$ cat src/rtl/axis_video_pkg.sv
// Shared types for the AXI4-Stream video frame checker.
// Holds the checker state encoding and the tuser SOF bit position.
package axis_video_pkg;

    typedef enum logic [1:0] {
        WAIT_SOF,
        IN_FRAME,
        RESYNC
    } state_t;

    localparam int SOF_BIT = 0;

endpackage

$ cat src/rtl/axis_video_frame_sum.sv
// Per-frame pixel sum: accumulates counted pixels, latches on done.
// Ports: clk, nrst, pixel/first/done strobes, data in, checksum out.
import axis_video_pkg::*;

module axis_video_frame_sum #(
    parameter int DATA_WIDTH = 8
) (
    input  logic                  clk,
    input  logic                  nrst,
    input  logic                  pixel,
    input  logic                  first,
    input  logic                  done,
    input  logic [DATA_WIDTH-1:0] data,
    output logic [31:0]           checksum
);

    logic [31:0] acc;
    logic [31:0] sum_next;

    always_comb begin
        sum_next = (first ? 32'd0 : acc) + 32'(data);
    end

    always_ff @(posedge clk or negedge nrst) begin
        if (!nrst) begin
            acc      <= '0;
            checksum <= '0;
        end else begin
            if (pixel)
                acc <= sum_next;
            // a frame can also close on a discarded resync beat
            if (done)
                checksum <= pixel ? sum_next : acc;
        end
    end

endmodule

$ cat src/rtl/axis_video_frame_check.sv
// AXI4-Stream video frame structure checker with SOF/EOL error flags.
// Ports: s_axis_* sink, enable, err_clr, frame_done/frame_cnt, err_*,
// pix_x/pix_y; checksum only with AXIS_VIDEO_FRAME_CHECK_CHECKSUM_EN.
import axis_video_pkg::*;

module axis_video_frame_check #(
    parameter int DATA_WIDTH   = 8,
    parameter int USER_WIDTH   = 10,
    parameter int IMAGE_WIDTH  = 512,
    parameter int IMAGE_HEIGHT = 768
) (
    input  logic                  s_axis_aclk,
    input  logic                  s_axis_arstn,
    input  logic [DATA_WIDTH-1:0] s_axis_tdata,
    input  logic [USER_WIDTH-1:0] s_axis_tuser,
    input  logic                  s_axis_tvalid,
    input  logic                  s_axis_tlast,
    output logic                  s_axis_tready,
    input  logic                  enable,
    input  logic                  err_clr,
    output logic                  frame_done,
    output logic [15:0]           frame_cnt,
    output logic                  err_sof,
    output logic                  err_eol_early,
    output logic                  err_eol_late,
`ifdef AXIS_VIDEO_FRAME_CHECK_CHECKSUM_EN
    output logic [31:0]           checksum,
`endif
    output logic [15:0]           pix_x,
    output logic [15:0]           pix_y
);

    localparam logic [15:0] X_LAST = 16'(IMAGE_WIDTH - 1);
    localparam logic [15:0] Y_LAST = 16'(IMAGE_HEIGHT - 1);

    state_t      state;
    logic        beat;
    logic        sof;
    logic        restart;
    logic        pixel;
    logic        first;
    logic [15:0] ex;
    logic [15:0] ey;
    logic        eol_pix;
    logic        rs_eol;
    logic        eol;
    logic [15:0] eol_y;
    logic        done;
    logic        early;
    logic        late;
    logic        unused_bits;

    assign unused_bits = ^{s_axis_tuser, s_axis_tdata};

    always_comb begin
        beat    = s_axis_tvalid & s_axis_tready;
        sof     = s_axis_tuser[SOF_BIT];
        restart = beat & sof & (state != WAIT_SOF)
                & !(state == IN_FRAME && pix_x == '0 && pix_y == '0);
        pixel   = beat & ((state == WAIT_SOF && sof)
                | state == IN_FRAME | restart);
        // every counted SOF beat is pixel (0,0)
        first   = pixel & sof;
        ex      = first ? 16'd0 : pix_x;
        ey      = first ? 16'd0 : pix_y;
        eol_pix = pixel & s_axis_tlast;
        early   = eol_pix & (ex != X_LAST);
        late    = pixel & !s_axis_tlast & (ex == X_LAST);
        rs_eol  = beat & (state == RESYNC) & !sof & s_axis_tlast;
        eol     = eol_pix | rs_eol;
        eol_y   = eol_pix ? ey : pix_y;
        done    = eol & (eol_y == Y_LAST);
    end

    always_ff @(posedge s_axis_aclk or negedge s_axis_arstn) begin
        if (!s_axis_arstn) begin
            state         <= WAIT_SOF;
            s_axis_tready <= 1'b0;
            frame_done    <= 1'b0;
            frame_cnt     <= '0;
            err_sof       <= 1'b0;
            err_eol_early <= 1'b0;
            err_eol_late  <= 1'b0;
            pix_x         <= '0;
            pix_y         <= '0;
        end else begin
            s_axis_tready <= enable;
            frame_done    <= done;
            // a new error wins over a simultaneous clear
            err_sof       <= (err_sof & !err_clr) | restart;
            err_eol_early <= (err_eol_early & !err_clr) | early;
            err_eol_late  <= (err_eol_late & !err_clr) | late;
            if (done) begin
                frame_cnt <= frame_cnt + 16'd1;
                state     <= WAIT_SOF;
                pix_x     <= '0;
                pix_y     <= '0;
            end else if (eol) begin
                state <= IN_FRAME;
                pix_x <= '0;
                pix_y <= eol_y + 16'd1;
            end else if (late) begin
                state <= RESYNC;
                pix_x <= ex;
                pix_y <= ey;
            end else if (pixel) begin
                state <= IN_FRAME;
                pix_x <= ex + 16'd1;
                pix_y <= ey;
            end
        end
    end

`ifdef AXIS_VIDEO_FRAME_CHECK_CHECKSUM_EN
    axis_video_frame_sum #(
        .DATA_WIDTH(DATA_WIDTH)
    ) u_sum (
        .clk     (s_axis_aclk),
        .nrst    (s_axis_arstn),
        .pixel   (pixel),
        .first   (first),
        .done    (done),
        .data    (s_axis_tdata),
        .checksum(checksum)
    );
`endif

endmodule
$ cat config.mk
export PLATFORM = sky130hd
export DESIGN_NAME = axis_video_frame_check
export DESIGN_NICKNAME = d
export VERILOG_FILES = /design/src/rtl/axis_video_pkg.sv /design/src/rtl/axis_video_frame_sum.sv /design/src/rtl/axis_video_frame_check.sv
export SDC_FILE = /design/constraint.sdc
export NUM_CORES = 1
export LEC_CHECK = 0
export ABC_AREA = 1
export CAP_MARGIN = 10
export CORE_MARGIN = 3
export CORE_UTILIZATION = 52
export DETAILED_ROUTE_END_ITERATION = 8
export PLACE_DENSITY_LB_ADDON = 0.25
export SKIP_LAST_GASP = 1
export SLEW_MARGIN = 30
export SYNTH_ARGS = -nofsm -noshare
export SYNTH_HDL_FRONTEND = slang
export SYNTH_SLANG_ARGS = --single-unit
$ cat constraint.sdc
create_clock -name s_axis_aclk -period 3.1 [get_ports s_axis_aclk]
set_input_delay 0.465 -clock s_axis_aclk [delete_from_list [all_inputs] [get_ports s_axis_aclk]]
set_output_delay 0.465 -clock s_axis_aclk [all_outputs]
set_load 0.005 [all_outputs]
# Yosys cells after proc, flatten, opt, wreduce, memory -nomap -nowiden
# Index checks and enable logic that the tools add are counted.
[word_totals] register_bits=55 mem_bits_rw=0 memories=0 latch_bits=0 romBits=0 out_inout_bits=53
[op_classes] bitwise_logic=23 n_reduce_logical=12 add_sub_neg=3 shifts=0 multipliers=0 div=0 magnitude_cmp=0 mux=15 n_eq_ne=5
[ops] op="two-way mux 16 bit" count=11
[ops] op="adder 16 x 1 -> 16 bit, second input constant" count=3
[ops] op="logical NOT 16 bit" count=2
[ops] op="AND 1 bit" count=17
[ops] op="equality test 16 x 10 -> 1 bit, second input constant" count=1
[ops] op="equality test 16 x 9 -> 1 bit, second input constant" count=1
[ops] op="!= test 16 x 9 -> 1 bit, second input constant" count=1
[ops] op="two-way mux 2 bit" count=4
[ops] op="OR 1 bit" count=6
[ops] op="logical NOT 1 bit" count=4
[ops] op="nonzero test 4 bit" count=1
[ops] op="logical AND 1 bit" count=3
[ops] op="equality test 2 x 1 -> 1 bit, second input constant" count=1
[ops] op="equality test 2 bit, second input constant" count=1
[ops] op="logical NOT 2 bit" count=1
[ops] op="nonzero test 2 bit" count=1

# Longest topological paths before layout
# Gate-level depths: netlist of run 1.
[depth] depth_word=14 mapped_depth=17 ltp_nobuf=15

# Least setup slack after synthesis of run 1
# Ideal clock, no wire load.
[synth_timing] kind="in2reg" start="input s_axis_tvalid" end="register pix_x[1]" t_arrival_ps=2247 path_slack_ps=737 path_stages=17 setup_time_ps=116 path_cell_list="nand2_2 -> inv_2 -> nand2_2 -> buf_4 -> nand2_1 -> inv_1 -> ha_1 -> nand4_1 -> nor2_2 -> nand2_1 -> nor2_2 -> nand4_1 -> buf_2 -> nand3_1 -> nand2_1 -> nand2_1 -> nand2_1"
[synth_between] elab_chain_cells=13 word_cells_on_any_way=26 cone_classes="1 x add/sub; 2 x eq/ne; 7 x mux; 15 x bitwise; 1 x reduce/logical"
[synth_rtl] item="start, declared" line="axis_video_frame_check.sv:16" source="input logic s_axis_tvalid,"
[synth_rtl] item="AND 1 bit *" line="axis_video_frame_check.sv:56" source="beat = s_axis_tvalid & s_axis_tready;"
[synth_rtl] item="AND 1 bit (2 in a row)" line="axis_video_frame_check.sv:58" source="restart = beat & sof & (state != WAIT_SOF)"
[synth_rtl] item="AND 1 bit" line="axis_video_frame_check.sv:59" source="& !(state == IN_FRAME && pix_x == '0 && pix_y == '0);"
[synth_rtl] item="OR 1 bit" line="axis_video_frame_check.sv:61" source="| state == IN_FRAME | restart);"
[synth_rtl] item="AND 1 bit" line="axis_video_frame_check.sv:60" source="pixel = beat & ((state == WAIT_SOF && sof)"
[synth_rtl] item="AND 1 bit" line="axis_video_frame_check.sv:63" source="first = pixel & sof;"
[synth_rtl] item="two-way mux 16 bit" line="axis_video_frame_check.sv:64" source="ex = first ? 16'd0 : pix_x;"
[synth_rtl] item="adder 16 x 1 -> 16 bit / equality test 16 x 9 -> 1 bit (equally long branches)" line="axis_video_frame_check.sv:108, axis_video_frame_check.sv:68"
[synth_rtl] item="two-way mux 16 bit / AND 1 bit (equally long branches)" line="axis_video_frame_check.sv:106, axis_video_frame_check.sv:68"
[synth_rtl] item="two-way mux 16 bit" line="axis_video_frame_check.sv:102" source="end else if (late) begin"
[synth_rtl] item="two-way mux 16 bit" line="axis_video_frame_check.sv:98" source="end else if (eol) begin"
[synth_rtl] item="two-way mux 16 bit" line="axis_video_frame_check.sv:93" source="if (done) begin"
[synth_rtl] item="end signal, assigned" line="axis_video_frame_check.sv:108" source="pix_x <= ex + 16'd1;"
[synth_rtl] item="end, declared" line="axis_video_frame_check.sv:29" source="output logic [15:0] pix_x,"
# Every way passes the cells marked *; elsewhere a longest branch is shown, timed or not. The select of a mux whose other input is x is not followed.
# A chain may end at the register's enable or synchronous reset.

# Final worst setup path of run 1
# Same ends and word-level chain as after synthesis.

==> results_tabular.tex, run 1 <==
\begin{tabular}{lr}
\hline
Metric & Value \\
\hline
\multicolumn{2}{l}{\textbf{Status}} \\
Status & finished clean \\
\multicolumn{2}{l}{\textbf{CTS}} \\
Post-CTS Setup Repair Bufs & 0 \\
Number of buffers inserted for hold repair after clock tree synthesis & 0 \\
Clock insertion delay at the later pin of the skew report & 0.31 ns \\
Cts repair resizes & 0 \\
Clock tree buffer depth & 2 \\
Total number of clock tree sinks & 55 \\
Root Driver & clkbuf\_8 \\
Number of CTS-inserted buffers & 5 \\
H-tree levels & 2 \\
Clock tree from TritonCTS & done \\
Clock Pin Slew Worst Setup and Hold Paths & 0.11 ns \\
\multicolumn{2}{l}{\textbf{Global routing}} \\
Met2 usage in global routing & 0.361 \\
Busiest layer in global routing & met2 \\
Residual overflow from global routing & 0 \\
Maximum number of pins on one net before global-route repair & 56 \\
Global-route wire length before repair & 15200 um \\
Met3 GRT Util & 0.0350 \\
Global Route Usage Sum & 0.219 \\
Number of antenna violations at the first check in global routing & 0 \\
Met1 Usage GRT & 0.302 \\
Via count of the first global-routing pass & 3309 \\
\multicolumn{2}{l}{\textbf{Critical path}} \\
Worst r2r dst & pix\_x[1]\$\_DFFE\_PN0P\_ \\
Largest delay share family, worst path & simple AND/OR/NAND/NOR gates \\
Most frequent CP cell & nand2\_1 \\
Flop2flop setup slack & 0.61 ns \\
FF-to-FF Start & s\_axis\_tready\$\_DFF\_PN0\_ \\
Depth of the worst register-to-register path & 16 \\
Element type at the critical path end & flop \\
Worst path slowest cell & clkdlybuf4s50\_1 \\
Classification of the worst setup path & input pin to flop \\
Worst-path cell chain & clkdlybuf4s50\_1, nand2\_2, inv\_2, nand2\_2, nand2\_1, inv\_1, ha\_1, nand4\_1, nor2\_2, nand2\_1, nor2\_2, nand4\_1, buf\_4, nand3\_1, nand2\_1, nand2\_1, nand2\_1 \\
CP peak stage delay & 0.42 ns \\
Startpoint types & input pin \\
WP data required & 3.31 ns \\
Number of buffer and inverter instances along the worst setup path & 4 \\
Largest driver fanout on the critical path & 10 \\
Critical path data arrival time & 2.88 ns \\
\multicolumn{2}{l}{\textbf{Yosys}} \\
Mean post-synth cell area & 7.16 sq um \\
Asr flop ratio synth & 1.00 \\
Cells after synthesis & 521 \\
Most frequent cell after synthesis & nand2\_1 \\
Flop and latch count out of synthesis & 55 \\
Top cells by count, synth & nand2\_1, nor2\_1, dfrtp\_1, inv\_1, nand3\_1 \\
Register area share after synthesis & 0.369 \\
Number of warnings reported in the yosys synthesis log & 0 \\
Area share of the largest cell type after synthesis & 0.369 \\
Count of flip-flops with a built-in enable after synthesis & 0 \\
Largest cells by area after synthesis & dfrtp\_1, nand2\_1, nor2\_1 \\
Post-Syn Nets & 548 \\
Dominant synthesized flop cell & dfrtp\_1 \\
Library cell occupying the most area in the post-synthesis netlist & dfrtp\_1 \\
Unique cell type count in the Yosys netlist & 40 \\
Netlist area before placement & 3730 sq um \\
\multicolumn{2}{l}{\textbf{Power and ir drop}} \\
Total power after layout & 2.09 mW \\
Leak pwr & 2.07 nW \\
Total power density per cell area & 466 nW/um\^{}2 \\
Worst ir drop on vdd & 238 uV \\
\multicolumn{2}{l}{\textbf{Final layout}} \\
Share of layout cells above drive strength 1 & 0.118 \\
Final Core Density & 0.655 \\
Layout Nets & 610 \\
Area used by multi-input combinational logic & 2010 sq um \\
Count of non-filler cells in the finished layout & 680 \\
Sequential cell area in the final layout & 1380 sq um \\
Layout Area Growth over Synthesis & 20.5\% \\
Total non-filler cell area in the finished layout & 4500 sq um \\
Diode count & 0 \\
Total of fill cells in the finished design & 618 \\
\multicolumn{2}{l}{\textbf{Detailed routing}} \\
Post-route ant nets & 0 \\
Number of DRC markers after the initial detailed-route iteration & 163 \\
Router iterations before antenna repair & 5 \\
Residual DRC & 0 \\
WL/cell & 13.2 um \\
Drt via density & 5.18 \\
Via count & 3519 \\
Detailed-route wire length & 8950 um \\
\multicolumn{2}{l}{\textbf{STA}} \\
Number of pins exceeding their max-slew limit in the final report & 0 \\
Hold Worst Slack & 0.279 ns \\
Final setup slack of the worst path & 0.432 ns \\
Worst slew pin tran & 0.707 ns \\
Hold Violations, Final & 0 \\
Skew final & 0.0105 ns \\
Crit share post-route & 0.861 \\
Max transition margin & 0.529 \\
Final period demand of the worst path & 2.67 ns \\
Unrepaired setup endpoints after global routing & false \\
Setup\_tns & 0 ns \\
Highest clock rate & 375 MHz \\
Final count of negative-setup-slack endpoints & 0 \\
\multicolumn{2}{l}{\textbf{Die}} \\
Die width & 90.7 um \\
Number of I/O pins & 77 \\
Number of core rows & 30 \\
Die area & 8230 sq um \\
Die Y & 90.7 um \\
Starting Density & 0.543 \\
Total core area & 6870 sq um \\
\multicolumn{2}{l}{\textbf{Placed design}} \\
Dpl cells & 672 \\
HPWL after detailed placement & 6560 um \\
Number of buffers added on ports & 59 \\
Instance area at placement & 4400 sq um \\
Placer congestion estimate & 0.905 \\
Setup WS pre-CTS & 0.163 ns \\
\multicolumn{2}{l}{\textbf{Run}} \\
Max-cap violation count & 0 \\
\multicolumn{2}{l}{\textbf{Worst hold path}} \\
Hold Path Class & input pin to asynchronous set/reset pin \\
\hline
\end{tabular}
cell families after synthesis:
logic type,synth area share
DFF,0.369
xor gates and xnor gates,0.0540
buffers and inverters,0.0939
AOI/OAI and AO/OA,0.0952
and+or+nand+nor,0.378
adders and majority gates,0.0101
worst max-delay path by stage:
stage | startpoint | to | slack (ns) | cells past startpoint
4_1_cts | s_axis_tvalid | pix_x[1]$_DFFE_PN0P_ | 0.48 | 17
3_5_place_dp | s_axis_tvalid | pix_x[1]$_DFFE_PN0P_ | 0.16 | 17
3_3_place_gp | s_axis_tvalid | pix_x[1]$_DFFE_PN0P_ | 0.22 | 17
2_1_floorplan | s_axis_tvalid | pix_x[1]$_DFFE_PN0P_ | 0.74 | 17
5_1_grt | s_axis_tvalid | pix_x[1]$_DFFE_PN0P_ | 0.19 | 17
6_report | s_axis_tvalid | pix_x[1]$_DFFE_PN0P_ | 0.43 | 17
final cells by class:
type	count	share of cell area
Inverter	63	0.0554
Multi-Input combinational cell	390	0.446
Clock inverter	3	0.00556
Clock buffer	5	0.0153
Sequential cell	55	0.306
Timing Repair Buffer	68	0.145
Tap cell	96	0.0267
sequential cells by signal, summed over array words and instances (netlist names):
signal / count
pix_x: 16
frame_cnt: 16
state: 2
frame_done: 1
err_eol_late: 1
err_eol_early: 1
s_axis_tready: 1
pix_y: 16
err_sof: 1
power breakdown:
group | switching, mW | total (mW) | internal, mW
sequential | 0.108 | 0.916 | 0.808
clock | 0.252 | 0.415 | 0.162
combinational | 0.415 | 0.763 | 0.348
total | 0.775 | 2.09 | 1.32
layer usage:
layer	wire length (um)	vias to the layer above	share of wire
met3	486	4	0.054
met2	4220	111	0.47
li1	-	1779	-
met4	59	0	0.0066
met1	4180	1625	0.47
met5	0	-	0
cell usage in the layout, fill, tap and decap left out, drive strengths merged:
master	n
nor3	8
ha	3
clkinv	4
xnor2	11
o21bai	4
clkdlybuf4s50	58
clkinvlp	1
clkbuf	5
nand3b	2
nor4	2
nor2	73
a21oi	3
xor2	12
buf	10
inv	61
nand2	166
nand3	43
nand4	12
o21ai	45
dfrtp	55
o211ai	2
o22ai	4
Power figures use the tool's default switching activity.
==> inputs of run 2 (changes only) <==
- CORE_MARGIN: 3 -> not set
- CORE_UTILIZATION: 52 -> 54
- CTS_BUF_LIST: not set -> sky130_fd_sc_hd__clkbuf_8
- CTS_CLUSTER_SIZE: not set -> 28
==> results_tabular.tex, run 2 (synthesized netlist as in run 1, its figures left out) <==
\begin{tabular}{lr}
\hline
Metric & Value \\
\hline
\multicolumn{2}{l}{\textbf{Worst hold path}} \\
Hold Path Class & input pin to asynchronous set/reset pin (unchanged) \\
\multicolumn{2}{l}{\textbf{Power and ir drop}} \\
Total power after layout & 2.21 mW (was 2.09 mW) \\
Total power density per cell area & 489 nW/um\^{}2 (was 466 nW/um\^{}2) \\
Leak pwr & 2.10 nW (was 2.07 nW) \\
Worst ir drop on vdd & 288 uV (was 238 uV) \\
\multicolumn{2}{l}{\textbf{Run}} \\
Max-cap violation count & 0 (unchanged) \\
\multicolumn{2}{l}{\textbf{Placed design}} \\
Dpl cells & 656 (was 672) \\
Instance area at placement & 4400 sq um (about the same) \\
Number of buffers added on ports & 59 (unchanged) \\
Placer congestion estimate & 0.899 (was 0.905) \\
HPWL after detailed placement & 6460 um (was 6560 um) \\
\multicolumn{2}{l}{\textbf{Die}} \\
Die width & 85.1 um (was 90.7 um) \\
Die Y & 85.1 um (was 90.7 um) \\
Number of core rows & 29 (was 30) \\
Total core area & 6490 sq um (was 6870 sq um) \\
Die area & 7250 sq um (was 8230 sq um) \\
Starting Density & 0.575 (was 0.543) \\
Number of I/O pins & 77 (unchanged) \\
\multicolumn{2}{l}{\textbf{STA}} \\
Number of pins exceeding their max-slew limit in the final report & 0 (unchanged) \\
Setup\_tns & 0 ns (unchanged) \\
Crit share post-route & 0.860 (was 0.861) \\
Unrepaired setup endpoints after global routing & false (unchanged) \\
Final count of negative-setup-slack endpoints & 0 (unchanged) \\
Final period demand of the worst path & 2.66 ns (was 2.67 ns) \\
Skew final & 0.00434 ns (was 0.0105 ns) \\
Hold Violations, Final & 0 (unchanged) \\
Max transition margin & 0.643 (was 0.529) \\
Highest clock rate & 375 MHz (about the same) \\
Worst slew pin tran & 0.535 ns (was 0.707 ns) \\
\multicolumn{2}{l}{\textbf{Critical path}} \\
Largest driver fanout on the critical path & 26 (was 10) \\
Startpoint types & input pin (unchanged) \\
FF-to-FF Start & s\_axis\_tready\$\_DFF\_PN0\_ (unchanged) \\
Worst r2r dst & pix\_x[3]\$\_DFFE\_PN0P\_ (was pix\_x[1]\$\_DFFE\_PN0P\_) \\
CP peak stage delay & 0.41 ns (was 0.42 ns) \\
Element type at the critical path end & flop (unchanged) \\
Worst path slowest cell & clkdlybuf4s50\_1 (unchanged) \\
Depth of the worst register-to-register path & 13 (was 16) \\
Critical path data arrival time & 2.91 ns (was 2.88 ns) \\
Largest delay share family, worst path & simple AND/OR/NAND/NOR gates (unchanged) \\
Number of buffer and inverter instances along the worst setup path & 4 (unchanged) \\
WP data required & 3.35 ns (was 3.31 ns) \\
Launch point of the worst path & s\_axis\_tvalid (unchanged) \\
Classification of the worst setup path & input pin to flop (unchanged) \\
Flop2flop setup slack & 0.60 ns (was 0.61 ns) \\
Worst-path cell chain & clkdlybuf4s50\_1, nand2\_2, inv\_2, nand2\_2, buf\_4, nand4\_1, nor2\_2, nand2\_1, nor2\_2, nand4\_1, buf\_4, nand2\_1, nor2\_1, o21ai\_2 (was clkdlybuf4s50\_1, nand2\_2, inv\_2, nand2\_2, nand2\_1, inv\_1, ha\_1, nand4\_1, nor2\_2, nand2\_1, nor2\_2, nand4\_1, buf\_4, nand3\_1, nand2\_1, nand2\_1, nand2\_1) \\
\multicolumn{2}{l}{\textbf{CTS}} \\
Clock tree buffer depth & 2 (unchanged) \\
Number of CTS-inserted buffers & 5 (unchanged) \\
Cts repair resizes & 0 (unchanged) \\
Clock insertion delay at the later pin of the skew report & 0.31 ns (about the same) \\
H-tree levels & 2 (unchanged) \\
Root Driver & clkbuf\_8 (unchanged) \\
Clock tree from TritonCTS & done (unchanged) \\
Clock Pin Slew Worst Setup and Hold Paths & 0.10 ns (was 0.11 ns) \\
Number of buffers inserted for hold repair after clock tree synthesis & 0 (unchanged) \\
Post-CTS Setup Repair Bufs & 0 (unchanged) \\
Total number of clock tree sinks & 55 (unchanged) \\
\multicolumn{2}{l}{\textbf{Detailed routing}} \\
WL/cell & 13.6 um (was 13.2 um) \\
Post-route ant nets & 0 (unchanged) \\
Number of DRC markers after the initial detailed-route iteration & 225 (was 163) \\
Residual DRC & 0 (unchanged) \\
Drt via density & 5.41 (was 5.18) \\
Router iterations before antenna repair & 4 (was 5) \\
Via count & 3595 (was 3519) \\
Detailed-route wire length & 9040 um (was 8950 um) \\
\multicolumn{2}{l}{\textbf{Final layout}} \\
Share of layout cells above drive strength 1 & 0.123 (was 0.118) \\
Total of fill cells in the finished design & 556 (was 618) \\
Diode count & 0 (unchanged) \\
Area used by multi-input combinational logic & 2010 sq um (unchanged) \\
Most common cell after layout, fill and taps aside & nand2\_1 (unchanged) \\
Most frequent cells in the layout & nand2\_1, nor2\_1, clkdlybuf4s50\_1, inv\_1, dfrtp\_1 (unchanged) \\
Layout Area Growth over Synthesis & 21.1\% (was 20.5\%) \\
Layout Nets & 613 (was 610) \\
Sequential cell area in the final layout & 1380 sq um (unchanged) \\
Total non-filler cell area in the finished layout & 4520 sq um (was 4500 sq um) \\
Count of non-filler cells in the finished layout & 664 (was 680) \\
Largest registers & frame\_cnt: 16 flops, pix\_x: 16 flops, pix\_y: 16 flops (unchanged) \\
\multicolumn{2}{l}{\textbf{Global routing}} \\
Maximum number of pins on one net before global-route repair & 36 (was 56) \\
Global Route Usage Sum & 0.266 (was 0.219) \\
Via count of the first global-routing pass & 3366 (was 3309) \\
Residual overflow from global routing & 0 (unchanged) \\
Global-route wire length before repair & 15600 um (was 15200 um) \\
Number of antenna violations at the first check in global routing & 0 (unchanged) \\
\multicolumn{2}{l}{\textbf{Status}} \\
Status & finished clean (unchanged) \\
\hline
\end{tabular}
[run 2: changes by cell type in the layout (fill, tap and decap cells not counted), sizes merged]
cell	previous run	this run
buf	10	13
bufinv	0	1
clkbuf	5	6
clkinv	4	3
clkinvlp	1	0
[run 2: through the flow]
stage	hold slack, ns	util	worst slack (ns)
finish	0.104	0.696	0.435
global route	0.126	0.696	0.159
CTS	0.109	0.696	0.477
detailed placement	0.459	0.678	0.175
global placement	0.454	0.678	0.237
floorplan	0.169	-	0.737
[run 2: how the worst max path moves through the flow]
stage	to	cells after the start	slack (ns)
6_report	pix_x[3]$_DFFE_PN0P_	14	0.44
5_1_grt	state[0]$_DFFE_PN0P_	16	0.16
4_1_cts	pix_x[5]$_DFFE_PN0P_	16	0.48
3_5_place_dp	pix_x[3]$_DFFE_PN0P_	16	0.17
3_3_place_gp	pix_x[5]$_DFFE_PN0P_	14	0.24
2_1_floorplan	pix_x[1]$_DFFE_PN0P_	17	0.74
[run 2: power breakdown]
group          internal [mW]  total (mW)  switching [mW]
logic                  0.368       0.787           0.419
registers              0.808       0.918           0.109
clock network          0.262       0.507           0.245
total                   1.44        2.21           0.773
[run 2: worst register-to-register path, stage by stage, from the launching register on]
cell and delay, ns:
dfrtp_1 0.41, nand2_2 0.11, inv_2 0.08, nand2_2 0.07, buf_4 0.30, nand4_1 0.19
nor2_2 0.21, nand2_1 0.13, nor2_2 0.14, nand4_1 0.31, buf_4 0.28, nand2_1 0.06
nor2_1 0.05, o21ai_2 0.10
[run 2: final cells by class]
cell class / instances / area share
multi-input combinational: 390 / 0.444
sequential: 55 / 0.304
inverter: 63 / 0.0551
tap: 77 / 0.0213
clock buffer: 6 / 0.0183
timing repair buffer: 71 / 0.149
clock inverter: 2 / 0.00775
[run 2: layer usage]
metal  wire (um)  global-route usage  part of all wire  vias to the layer above
li1            -                   -                 -                     1787
met1        4220               0.373              0.47                     1652
met2        4110               0.436              0.45                      139
met3         544              0.0379             0.060                       17
met4         166              0.0663             0.018                        0
met5           0                   0                 0                        -
